## src/rtl/mem_access_ctrl.sv

```systemverilog
// Memory-stage access sequencer: turns latched EX/MEM memory fields into a held
// data-cache request, stalls until dhit, and hands load/SC results to MEM/WB.
module mem_access_ctrl #(
    parameter int unsigned ADDR_W = 32,
    parameter int unsigned DATA_W = 32,
    parameter int unsigned CNT_W  = 16
) (
    input  logic              CLK,
    input  logic              nRST,
    input  logic              dREN_in,
    input  logic              dWEN_in,
    input  logic              datomic_in,
    input  logic              halt_in,
    input  logic [ADDR_W-1:0] addr_in,
    input  logic [DATA_W-1:0] store_in,
    input  logic              dhit,
    input  logic [DATA_W-1:0] dmemload,
    output logic              dmemREN,
    output logic              dmemWEN,
    output logic              datomic,
    output logic [ADDR_W-1:0] dmemaddr,
    output logic [DATA_W-1:0] dmemstore,
    output logic              stall,
    output logic [DATA_W-1:0] load_data,
    output logic              load_valid,
    output logic              misalign_err,
    output logic              halted,
    output logic [CNT_W-1:0]  access_cnt
);

    typedef enum logic [1:0] {StIdle, StBusy, StDone} state_e;

    state_e             state_q, state_d;
    logic               ren_q, wen_q, atomic_q;
    logic [ADDR_W-1:0]  addr_q;
    logic [DATA_W-1:0]  store_q;
    logic [DATA_W-1:0]  load_q;
    logic [CNT_W-1:0]   cnt_q;
    logic               halted_q;

    logic req, aligned, is_idle, is_busy, is_done, accept;

    assign req     = (dREN_in | dWEN_in) & ~halted_q;
    assign aligned = (addr_in[1:0] == 2'b00);
    assign is_idle = (state_q == StIdle);
    assign is_busy = (state_q == StBusy);
    assign is_done = (state_q == StDone);
    assign accept  = is_idle & req & aligned;

    always_comb begin
        state_d = state_q;
        unique case (state_q)
            StIdle: if (accept) state_d = StBusy;
            StBusy: if (dhit) state_d = StDone;
            StDone: state_d = StIdle;
            default: state_d = StIdle;
        endcase
    end

    always_ff @(posedge CLK or negedge nRST) begin
        if (!nRST) begin
            state_q  <= StIdle;
            ren_q    <= 1'b0;
            wen_q    <= 1'b0;
            atomic_q <= 1'b0;
            addr_q   <= '0;
            store_q  <= '0;
            load_q   <= '0;
            cnt_q    <= '0;
            halted_q <= 1'b0;
        end else begin
            state_q <= state_d;
            if (accept) begin
                addr_q   <= addr_in;
                store_q  <= store_in;
                atomic_q <= datomic_in;
                wen_q    <= dWEN_in;
                ren_q    <= dREN_in & ~dWEN_in;
            end
            if (is_busy && dhit) begin
                load_q <= dmemload;
                cnt_q  <= cnt_q + CNT_W'(1);
            end
            if (is_idle && halt_in && !req) begin
                halted_q <= 1'b1;
            end
        end
    end

    // Enables qualify the request; address/data registers simply hold when idle.
    assign dmemREN   = is_busy & ren_q;
    assign dmemWEN   = is_busy & wen_q;
    assign datomic   = is_busy & atomic_q;
    assign dmemaddr  = addr_q;
    assign dmemstore = store_q;

    // Gated by nRST so a request presented during reset cannot stall or flag.
    assign stall        = nRST & (accept | is_busy);
    assign misalign_err = nRST & is_idle & req & ~aligned;

    // SC returns its success flag through the load path, plain stores do not.
    assign load_valid = is_done & (ren_q | (wen_q & atomic_q));
    assign load_data  = load_q;
    assign halted     = halted_q;
    assign access_cnt = cnt_q;

endmodule
```

## config.mk

```make
export PLATFORM = sky130hd
export DESIGN_NAME = mem_access_ctrl
export DESIGN_NICKNAME = d
export VERILOG_FILES = /design/src/rtl/mem_access_ctrl.sv
export SDC_FILE = /design/constraint.sdc
export NUM_CORES = 1
export LEC_CHECK = 0
export CAP_MARGIN = 20
export CORE_UTILIZATION = 35
export CTS_BUF_LIST = sky130_fd_sc_hd__clkbuf_4
export CTS_CLUSTER_SIZE = 12
export DETAILED_ROUTE_END_ITERATION = 8
export GPL_TIMING_DRIVEN = 0
export HOLD_SLACK_MARGIN = 0.12
export PLACE_DENSITY = 0.72
export SETUP_SLACK_MARGIN = 0.3
export SKIP_CTS_REPAIR_TIMING = 1
export SYNTH_ARGS = -nofsm -noshare
export SYNTH_HDL_FRONTEND = slang
export SYNTH_SLANG_ARGS = --single-unit
export TNS_END_PERCENT = 1
```

## constraint.sdc

```tcl
create_clock -name CLK -period 1.9 [get_ports CLK]
set_clock_uncertainty 0.05 [all_clocks]
set_input_delay 0.285 -clock CLK [delete_from_list [all_inputs] [get_ports CLK]]
set_output_delay 0.285 -clock CLK [all_outputs]
set_load 0.1 [all_outputs]
```

Word level (Yosys, flattened, before mapping)
Index checks and enable logic that the tools add are counted.
{"block": "classes", "n_addsub": 1, "n_mul": 0, "div": 0, "order_cmp": 0, "n_eq_ne": 4, "n_shift": 0, "mux": 3, "bitwise": 19, "reduce_logical": 7}
{"op": "$add 16x1->16 const B", "n": 1}
{"op": "$and 1x1->1", "n": 13}
{"op": "$logic_not 2->1", "n": 2}
{"op": "$mux 2", "n": 2}
{"op": "$pmux 2 s2", "n": 1}
{"op": "$logic_and 1x1->1", "n": 3}
{"op": "$not 1->1", "n": 3}
{"op": "$or 1x1->1", "n": 3}
{"op": "$eq 2x1->1 const B", "n": 1}
{"op": "$eq 2x2->1 const B", "n": 1}
{"op": "$ne 2x1->1 const B", "n": 1}
{"op": "$ne 2x2->1 const B", "n": 1}
{"op": "$reduce_and 2->1", "n": 1}
{"op": "$logic_not 1->1", "n": 1}
{"block": "totals", "register_bits": 118, "latchBits": 0, "ramBits": 0, "romBits": 0, "in_bits": 103, "out_inout_bits": 119, "wordCells": 43, "mem_count": 0}

Depth between registers and ports, before layout
Gate-level depths: netlist (run 1).
{"block": "logic_depth", "word_depth": 6, "mapped_depth": 7, "ltp_nobuf": 5}

Worst setup path before layout (run 1)
OpenSTA, ideal clock, no wires.
{"block": "synth_path", "path_kind": "register to output", "from": "register halted_q (netlist: halted)", "to": "output port stall", "t_arrival_ns": 4.122, "required_ns": 1.565, "slack_ns": -2.557, "stages_incl_launch_ff": 6, "path_buffers": 2, "cell_sequence": "dfrtp_1 or3_1 or4_1 buf_6 buf_6 a21boi_0"}
{"block": "synth_via", "elab_chain_len": 6}
{"item": "start, declared", "line_no": "39", "text": "logic halted_q;"}
{"item": "start signal, assigned", "line_no": "70", "text": "halted_q <= 1'b0;"}
{"item": "start signal, assigned", "line_no": "85", "text": "halted_q <= 1'b1;"}
{"item": "$not 1->1", "line_no": "43", "text": "assign req = (dREN_in | dWEN_in) & ~halted_q;"}
{"item": "$and 1x1->1", "line_no": "43"}
{"item": "$and 1x1->1 (2 in series)", "line_no": "48", "text": "assign accept = is_idle & req & aligned;"}
{"item": "$or 1x1->1", "line_no": "98", "text": "assign stall = nRST & (accept | is_busy);"}
{"item": "$and 1x1->1", "line_no": "98"}
{"item": "end, declared", "line_no": "23", "text": "output logic stall,"}
Every way passes these cells.

Worst setup path in the final report (run 1)
Ends and elaborated chain as after synthesis.

==> summary.txt, run 1 <==
Run status
  • Status: finished with violations
  • Failing checks: hold timing, setup timing

Final layout
  • Util after Layout: 0.583
  • FILL cells: 1,096
  • Diodes inserted: 0
  • Multi-input gate area: 1760 sq um
  • Fraction of layout cells with a size suffix above 1: 0.395
  • Nets: 706
  • Reg area: 2970 sq um
  • Layout area overhead: 60.9%

Floorplanning
  • Die ar.: 14,300 sq um
  • Core area: 13,400 sq um
  • Initial core utilization: 0.362
  • Die Y: 120 microns
  • Die W: 120 microns
  • Site Rows: 42
  • Number of placed I/O pins: 222

Worst setup path
  • Crit-path cells: or3_4 > or4_4 > buf_12 > buf_6 > a21boi_4 > buf_12
  • Worst path slowest cell: dfrtp_4
  • Critical path endpoint category: primary output
  • WS Path Type: flop to primary output
  • CP Launch Type: flop
  • Worst path required time: 1.56 ns
  • CP arrival: 2.42 ns
  • Crit path top cell by count: buf_12
  • CP max FO: 10
  • CP max stage delay: 0.49 ns

CTS
  • Clock Sinks: 118
  • Root Buffer Master: clkbuf_4
  • Clk pin slew, worst setup/hold paths: 0.10 ns
  • Total CTS buffers: 17
  • Clk Latency, worst-skew pair: 0.52 ns
  • CTS tree: built
  • Max clock buf depth: 2
  • Htree depth: 4

STA
  • Period utilization: 1.45
  • Post-route setup slack: -0.854 ns
  • Hold Slack: -0.458 ns
  • Relative max-transition margin: 0.664
  • Worst-Margin Slew: 0.504 ns
  • Slew Viols, Final: 0
  • Final Hold Fails: 118
  • Fmax: 0.363 GHz
  • Clock period minus final worst setup slack: 2.75 ns
  • RSZ-0062 raised after global routing: yes
  • Final setup vio count: 66

Synth
  • Main combinational cell family by area after synthesis: multiplexers
  • Post-synth cell types: 29
  • Post-Synth Adder-Cell Area: 0.00258
  • Synth top cells by count: dfrtp_1 (118), nand2_1 (106), mux2_4 (64)
  • Syn nets: 463
  • Main synth FF type: dfrtp_1
  • Flops & latches, synth: 118
  • Post-Synth XOR/XNOR Area: 0.0271
  • Top cell type's share of synthesized area: 0.608
  • Post-synthesis compound-gate area fraction: 0.00747
  • Avg Cell Area, Syn: 13.5 sq um
  • Mapped Cells: 359
  • Multiplexer share of the synthesized area: 0.198
  • Top cells by area, synth: dfrtp_1 (61%), mux2_4 (20%), nand2_1 (8.2%), buf_12 (2.5%), xnor2_1 (2.2%)
  • EDFF count, synth: 0
  • Simple-Gate Fraction of Synth Area: 0.119
  • Post-synthesis sequential area ratio: 0.608
  • Yosys warns: 0
  • Synth area leader: dfrtp_1
  • Most frequent cell after synthesis: dfrtp_1
  • Netlist Area Pre-Place: 4860 sq um
  • Async SR Flop Fraction: 1.00

Detailed routing
  • Vias: 3,536
  • Vias per cell: 4.47
  • 1st-iter DRT viols: 140
  • DRC Markers: 0
  • Routed WL per cell: 15.8 microns
  • Total wire length: 12.5 mm
  • Drt pass-1 iters: 4
  • Post-route ant nets: 0

Hold path
  • Min-delay worst type: input port to async pin

Run
  • Max-cap violation count: 0

Placement
  • Final Wtd Congestion: 0.786
  • DP Wirelength: 9.03 mm
  • Port bufs: 221

GRT
  • First-pass GRT wire length: 19.4 mm
  • Grt total ovfl: 0
  • Largest net degree at the start of global routing: 103
  • Vias in the first global route: 3,742
  • Tot GR Track Use: 0.179
  • Initial antenna violation count: 0
==> cell type report <==
cell class	count	area share
sequential	118	0.380
timing repair buffer	224	0.302
multi-input combinational	222	0.226
tap	176	0.0282
buffer	17	0.0239
clock inverter	12	0.0203
clock buffer	20	0.0192
inverter	2	0.00144
==> per-layer routing <==
metal  vias to the layer above  track usage  wire length, microns
met5                         -            0                     0
met4                         0       0.0773                   219
met3                        19       0.0741                  1200
met2                       165        0.279                  5860
met1                      1680        0.216                  5180
li1                       1672            -                     -
==> sequential cells by signal, summed over array words and instances, names as in the netlist, 2 cells and up <==
signal / count
state_q: 2
dmemaddr: 32
access_cnt: 16
load_data: 32
dmemstore: 32
==> worst max-delay path, delay by kind of cell, from the launching register on <==
family	cells	cell delay, ns
and+or+nand+nor	2	0.77
buffers and inverters	3	0.47
AOI/OAI and AO/OA	1	0.17
DFF	1	0.49
==> cells in the final DEF, fill, tap and decap left out, types with 2 or more instances in the layout <==
| cell type | instances |
|---|---|
| clkinv_1 | 5 |
| buf_8 | 12 |
| bufinv_16 | 4 |
| buf_12 | 13 |
| nand2_1 | 106 |
| clkbuf_4 | 22 |
| nor2_1 | 3 |
| clkbuf_1 | 6 |
| clkinvlp_4 | 3 |
| nand3_1 | 5 |
| and2_1 | 3 |
| buf_1 | 2 |
| dfrtp_1 | 109 |
| xnor2_1 | 12 |
| xor2_1 | 3 |
| buf_4 | 39 |
| and3_1 | 6 |
| o21ai_0 | 3 |
| mux2_4 | 64 |
| nand4_1 | 2 |
| buf_6 | 64 |
| and2_4 | 3 |
| dfrtp_2 | 8 |
| clkdlybuf4s50_1 | 101 |
==> metrics by stage <==
step                worst slack [ns]  setup TNS, ns  area [sq um]  hold WS [ns]  instances
finish                        -0.854         -21.05          7810        -0.458        791
global route                   -1.00         -25.95          7810        -0.514        791
CTS                            -1.93         -78.37          7660        -0.514        789
detailed placement             -1.49         -30.08          7350        0.0830        757
global placement               -5.09        -500.52          7320         0.407        756
floorplan                     -0.724         -20.42          4890       -0.0606        359
==> worst paths after layout <==
check,startpoint,to,slack (ns),cells after the start
min in group CLK,dmemload[19],load_data[19],0.23,3
hold / removal,nRST,dmemaddr[4],-0.46,1
setup reg to reg,halted,dmemaddr[13],-0.34,6
hold reg to reg,load_data[22],load_data[22],0.44,2
setup / recovery,halted,stall,-0.85,6
max in group asynchronous,nRST,access_cnt[13],1.48,2
==> kinds of logic after synthesis <==
group	Yosys count
simple gates	136
flops	118
mux	64
buf+inv	19
xor+xnor	15
compound gates	6
fa+ha+maj	1
Power of run 1 is not shown: default switching activity piles up to over one toggle a cycle in this logic, so the estimate is an artifact.
==> inputs of run 2 (changes only) <==
--- a/config.mk
+++ b/config.mk
@@ -12,6 +12,7 @@
 export DETAILED_ROUTE_END_ITERATION = 8
 export GPL_TIMING_DRIVEN = 0
 export HOLD_SLACK_MARGIN = 0.12
+export MAX_ROUTING_LAYER = met4
 export PLACE_DENSITY = 0.72
 export SETUP_SLACK_MARGIN = 0.3
 export SKIP_CTS_REPAIR_TIMING = 1
==> constraint.sdc (replaced) <==
create_clock -name CLK -period 2.3 [get_ports CLK]
set_clock_uncertainty 0.05 [all_clocks]
set_input_delay 0.345 -clock CLK [delete_from_list [all_inputs] [get_ports CLK]]
set_output_delay 0.345 -clock CLK [all_outputs]
set_load 0.1 [all_outputs]
==> run 2 against run 1 <==
The run still ends with hold timing, setup timing left. Setup slack better by 0.34 ns. First-iteration DRC count decreased by 14%. Non-clock buffer count decreased by 1. Clock-buffer cell count unchanged. Sequential cell count did not move. Global-route usage grew 0.50 points. Final area fell by 8.2%. Critical path depth stayed put. Die area unchanged. Cell count is 0.13% lower. Utilization decreased by 4.8 points. Sequential share of layout area up 3.3 points.
==> summary.txt, run 2 (same netlist as run 1, synthesis figures left out) <==
Final layout
  • Util after Layout: 0.535
  • Diodes inserted: 0
  • Layout area overhead: 47.7%
  • FILL cells: 1,183
  • Reg area: 2960 sq um
  • Most frequent cells in the layout: dfrtp_1 (116), clkbuf_2 (114), nand2_1 (106), clkdlybuf4s50_1 (101), mux2_4 (64)
  • Multi-input gate area: 1750 sq um
  • Most common cell after layout, fill and taps aside: dfrtp_1
  • Nets: 705
  • Fraction of layout cells with a size suffix above 1: 0.381

CTS
  • Htree depth: 4
  • CTS tree: built
  • Total CTS buffers: 17
  • Clk Latency, worst-skew pair: 0.51 ns
  • Root Buffer Master: clkbuf_4
  • Clk pin slew, worst setup/hold paths: 0.10 ns
  • Max clock buf depth: 2
  • Clock Sinks: 118

Worst setup path
  • CP max stage delay: 0.49 ns
  • CP max FO: 10
  • CP arrival: 2.41 ns
  • CP bufs+invs: 3
  • CP Launch Type: flop
  • Crit-path leading delay family: simple AND/OR/NAND/NOR gates
  • Critical path endpoint category: primary output
  • Crit path top cell by count: buf_12
  • Crit-path cells: or3_4 > or4_4 > buf_12 > buf_12 > a21boi_4 > buf_12
  • Worst path slowest cell: dfrtp_4
  • Worst path required time: 1.90 ns
  • WS Path Type: flop to primary output
  • Flop2flop setup slack: 0.05 ns

Placement
  • Final Wtd Congestion: 0.797
  • Port bufs: 221
  • Setup WS pre-CTS: -1.21 ns
  • DP Wirelength: 9.03 mm

Detailed routing
  • Drt pass-1 iters: 4
  • Routed WL per cell: 15.5 microns
  • Post-route ant nets: 0
  • Vias: 3,541
  • 1st-iter DRT viols: 120
  • DRC Markers: 0
  • Total wire length: 12.3 mm
  • Vias per cell: 4.48

Run status
  • Failing checks: hold timing, setup timing
  • Status: finished with violations

Floorplanning
  • Site Rows: 42
  • Initial core utilization: 0.362
  • Die ar.: 14,300 sq um
  • Die W: 120 microns
  • Core area: 13,400 sq um
  • Number of placed I/O pins: 222
  • Die Y: 120 microns

STA
  • RSZ-0062 raised after global routing: yes
  • Hold Slack: -0.391 ns
  • Final setup vio count: 1
  • Worst-Margin Slew: 0.578 ns
  • Post-route setup slack: -0.510 ns
  • Slew Viols, Final: 0
  • Final Hold Fails: 85
  • Period utilization: 1.22
  • Clock period minus final worst setup slack: 2.81 ns
  • Relative max-transition margin: 0.616
  • Fmax: 0.356 GHz

GRT
  • Vias in the first global route: 3,761
  • Largest net degree at the start of global routing: 103
  • First-pass GRT wire length: 19.4 mm
  • Tot GR Track Use: 0.184
  • Initial antenna violation count: 0
  • Grt total ovfl: 0

Run
  • Max-cap violation count: 0

Hold path
  • Min-delay worst type: input port to async pin
-- run 2: cell types whose count changed in the layout (fill, tap and decap cells not counted), sizes merged --
cell,before,now
clkbuf,28,140
buf,132,19
-- run 2: cell type report --
cell class                 instances  share of cell area
sequential                       118               0.412
multi-input combinational        222               0.244
timing repair buffer             223               0.241
tap                              176              0.0307
buffer                            17              0.0274
clock inverter                    12              0.0222
clock buffer                      20              0.0209
inverter                           2             0.00157
-- run 2: path summary, 6_finish.rpt --
path / startpoint / endpoint / cells after the start
min in group CLK: dmemload[19] / load_data[19] / 3
setup reg to reg: halted / dmemaddr[13] / 6
max in group asynchronous: nRST / dmemstore[18] / 2
setup / recovery: halted / stall / 6
hold / removal: nRST / dmemaddr[9] / 1
hold reg to reg: load_data[22] / load_data[22] / 2
-- run 2: routing by layer --
layer | wire (microns) | global-route usage | up-vias
met5 | 0 | - | -
met4 | 210 | 0.0750 | 0
met3 | 956 | 0.0551 | 16
met2 | 5620 | 0.279 | 167
met1 | 5480 | 0.229 | 1688
li1 | - | - | 1670
-- run 2: worst register-to-register path: cells and delay by family (launching register included) --
kind,cells,cell delay [ns]
DFF,1,0.49
buffers and inverters,3,0.51
and+or+nand+nor,2,0.78
muxes,1,0.30
-- run 2: per-stage QoR --
stage               setup TNS (ns)  instance area [sq um]  cells
detailed placement           -1.95                   7350    757
CTS                         -26.54                   7660    789
global route                -0.638                   7170    790
global placement           -434.79                   7320    756
floorplan                   -0.669                   4890    359
finish                      -0.510                   7170    790
Power of run 2 is left out for the same reason.
==> inputs of run 3 (changes only) <==
--- a/config.mk
+++ b/config.mk
@@ -5,7 +5,7 @@
 export SDC_FILE = /design/constraint.sdc
 export NUM_CORES = 1
 export LEC_CHECK = 0
-export CAP_MARGIN = 20
+export CAP_MARGIN = 30
 export CORE_UTILIZATION = 35
 export CTS_BUF_LIST = sky130_fd_sc_hd__clkbuf_4
 export CTS_CLUSTER_SIZE = 12
==> run 3 against run 2 <==
The flow still finishes with violations (hold timing, setup timing). Clock-buffer cell count is the same. Utilization is the same. First-iteration DRC count is the same. Die area is the same. Critical path depth is the same. Sequential share of layout area is the same. Setup slack is the same.
==> summary.txt, run 3 (same netlist as run 1, synthesis figures left out) <==
Run status
  • Status: finished with violations
  • Failing checks: hold timing, setup timing

GRT
  • Largest net degree at the start of global routing: 103
  • Met1 usage: 0.229
  • GR Layer Usage met3: 0.0551
  • Global-route met2 utilization: 0.279
  • First-pass GRT wire length: 19.4 mm
  • Vias in the first global route: 3,761
  • Initial antenna violation count: 0
  • Tot GR Track Use: 0.184
  • GRT busiest layer: met2
  • Grt total ovfl: 0

Final layout
  • Non-Filler Instances: 790
  • Multi-input gate area: 1750 sq um
  • Nets: 705
  • FILL cells: 1,183
  • Most frequent cells in the layout: dfrtp_1 (116), clkbuf_2 (114), nand2_1 (106), clkdlybuf4s50_1 (101), mux2_4 (64)
  • Layout area overhead: 47.7%
  • Fraction of layout cells with a size suffix above 1: 0.381
  • Reg area: 2960 sq um
  • Most common cell after layout, fill and taps aside: dfrtp_1
  • Diodes inserted: 0
  • Util after Layout: 0.535

CTS
  • Clock Sinks: 118
  • Htree depth: 4
  • Clk pin slew, worst setup/hold paths: 0.10 ns
  • Root Buffer Master: clkbuf_4
  • Clk Latency, worst-skew pair: 0.51 ns
  • CTS tree: built
  • Total CTS buffers: 17
  • Max clock buf depth: 2

Worst setup path
  • R2R cell count: 6
  • Critical path endpoint category: primary output
  • CP arrival: 2.41 ns
  • Worst path required time: 1.90 ns
  • CP Launch Type: flop
  • CP max FO: 10
  • WS Path Type: flop to primary output

STA
  • Post-route setup slack: -0.510 ns
  • Relative max-transition margin: 0.616
  • Fmax: 0.356 GHz
  • Worst-Margin Slew: 0.578 ns
  • Final setup vio count: 1
  • RSZ-0062 raised after global routing: yes
  • Setup TNS after final layout: -0.510 ns
  • Clock period minus final worst setup slack: 2.81 ns
  • Hold Slack: -0.391 ns
  • Period utilization: 1.22
  • Slew Viols, Final: 0
  • Final Hold Fails: 85

Detailed routing
  • Vias: 3,541
  • Vias per cell: 4.48
  • Total wire length: 12.3 mm
  • Drt pass-1 iters: 4
  • Post-route ant nets: 0
  • Routed WL per cell: 15.5 microns
  • DRC Markers: 0
  • 1st-iter DRT viols: 120

Floorplanning
  • Number of placed I/O pins: 222
  • Initial core utilization: 0.362
  • Die Y: 120 microns
  • Core area: 13,400 sq um
  • Die W: 120 microns
  • Site Rows: 42
  • Die ar.: 14,300 sq um

Placement
  • DP Wirelength: 9.03 mm
  • Final Wtd Congestion: 0.797
  • Port bufs: 221
  • Placed cell count: 757

Run
  • Max-cap violation count: 0

Hold path
  • Min-delay worst type: input port to async pin
-- run 3: layer usage --
| layer | vias up | part of all wire |
|---|---|---|
| met5 | - | 0 |
| met4 | 0 | 0.017 |
| met3 | 16 | 0.078 |
| met2 | 167 | 0.46 |
| met1 | 1688 | 0.45 |
| li1 | 1670 | - |
-- run 3: area by class of cell --
type | count | area share
inverters | 2 | 0.00157
clock buffers | 20 | 0.0209
plain buffers | 17 | 0.0274
repair buffers | 223 | 0.241
clock inverters | 12 | 0.0222
multi-input cells | 222 | 0.244
flip-flops and latches | 118 | 0.412
well taps | 176 | 0.0307
-- run 3: per-stage QoR --
| step | worst slack [ns] | hold slack (ns) | area, sq um |
|---|---|---|---|
| floorplan | -0.384 | -0.000591 | 4890 |
| global placement | -4.81 | 0.407 | 7320 |
| detailed placement | -1.21 | 0.143 | 7350 |
| CTS | -1.59 | -0.454 | 7660 |
| global route | -0.638 | -0.452 | 7170 |
| finish | -0.510 | -0.391 | 7170 |
-- run 3: worst max-delay path: stages, from the launching register on --
cell      delay, ns
dfrtp_4        0.49
or3_4          0.34
or4_4          0.44
buf_12         0.14
buf_12         0.13
a21boi_4       0.16
buf_12         0.19
-- run 3: worst paths after layout --
| check | start | end | slack (ns) |
|---|---|---|---|
| setup / recovery | halted | stall | -0.51 |
| max in group asynchronous | nRST | dmemstore[18] | 1.85 |
| min in group CLK | dmemload[19] | load_data[19] | 0.29 |
| hold / removal | nRST | dmemaddr[9] | -0.39 |
| hold reg to reg | load_data[22] | load_data[22] | 0.43 |
| setup reg to reg | halted | dmemaddr[13] | 0.05 |
Power of run 3 is left out for the same reason.
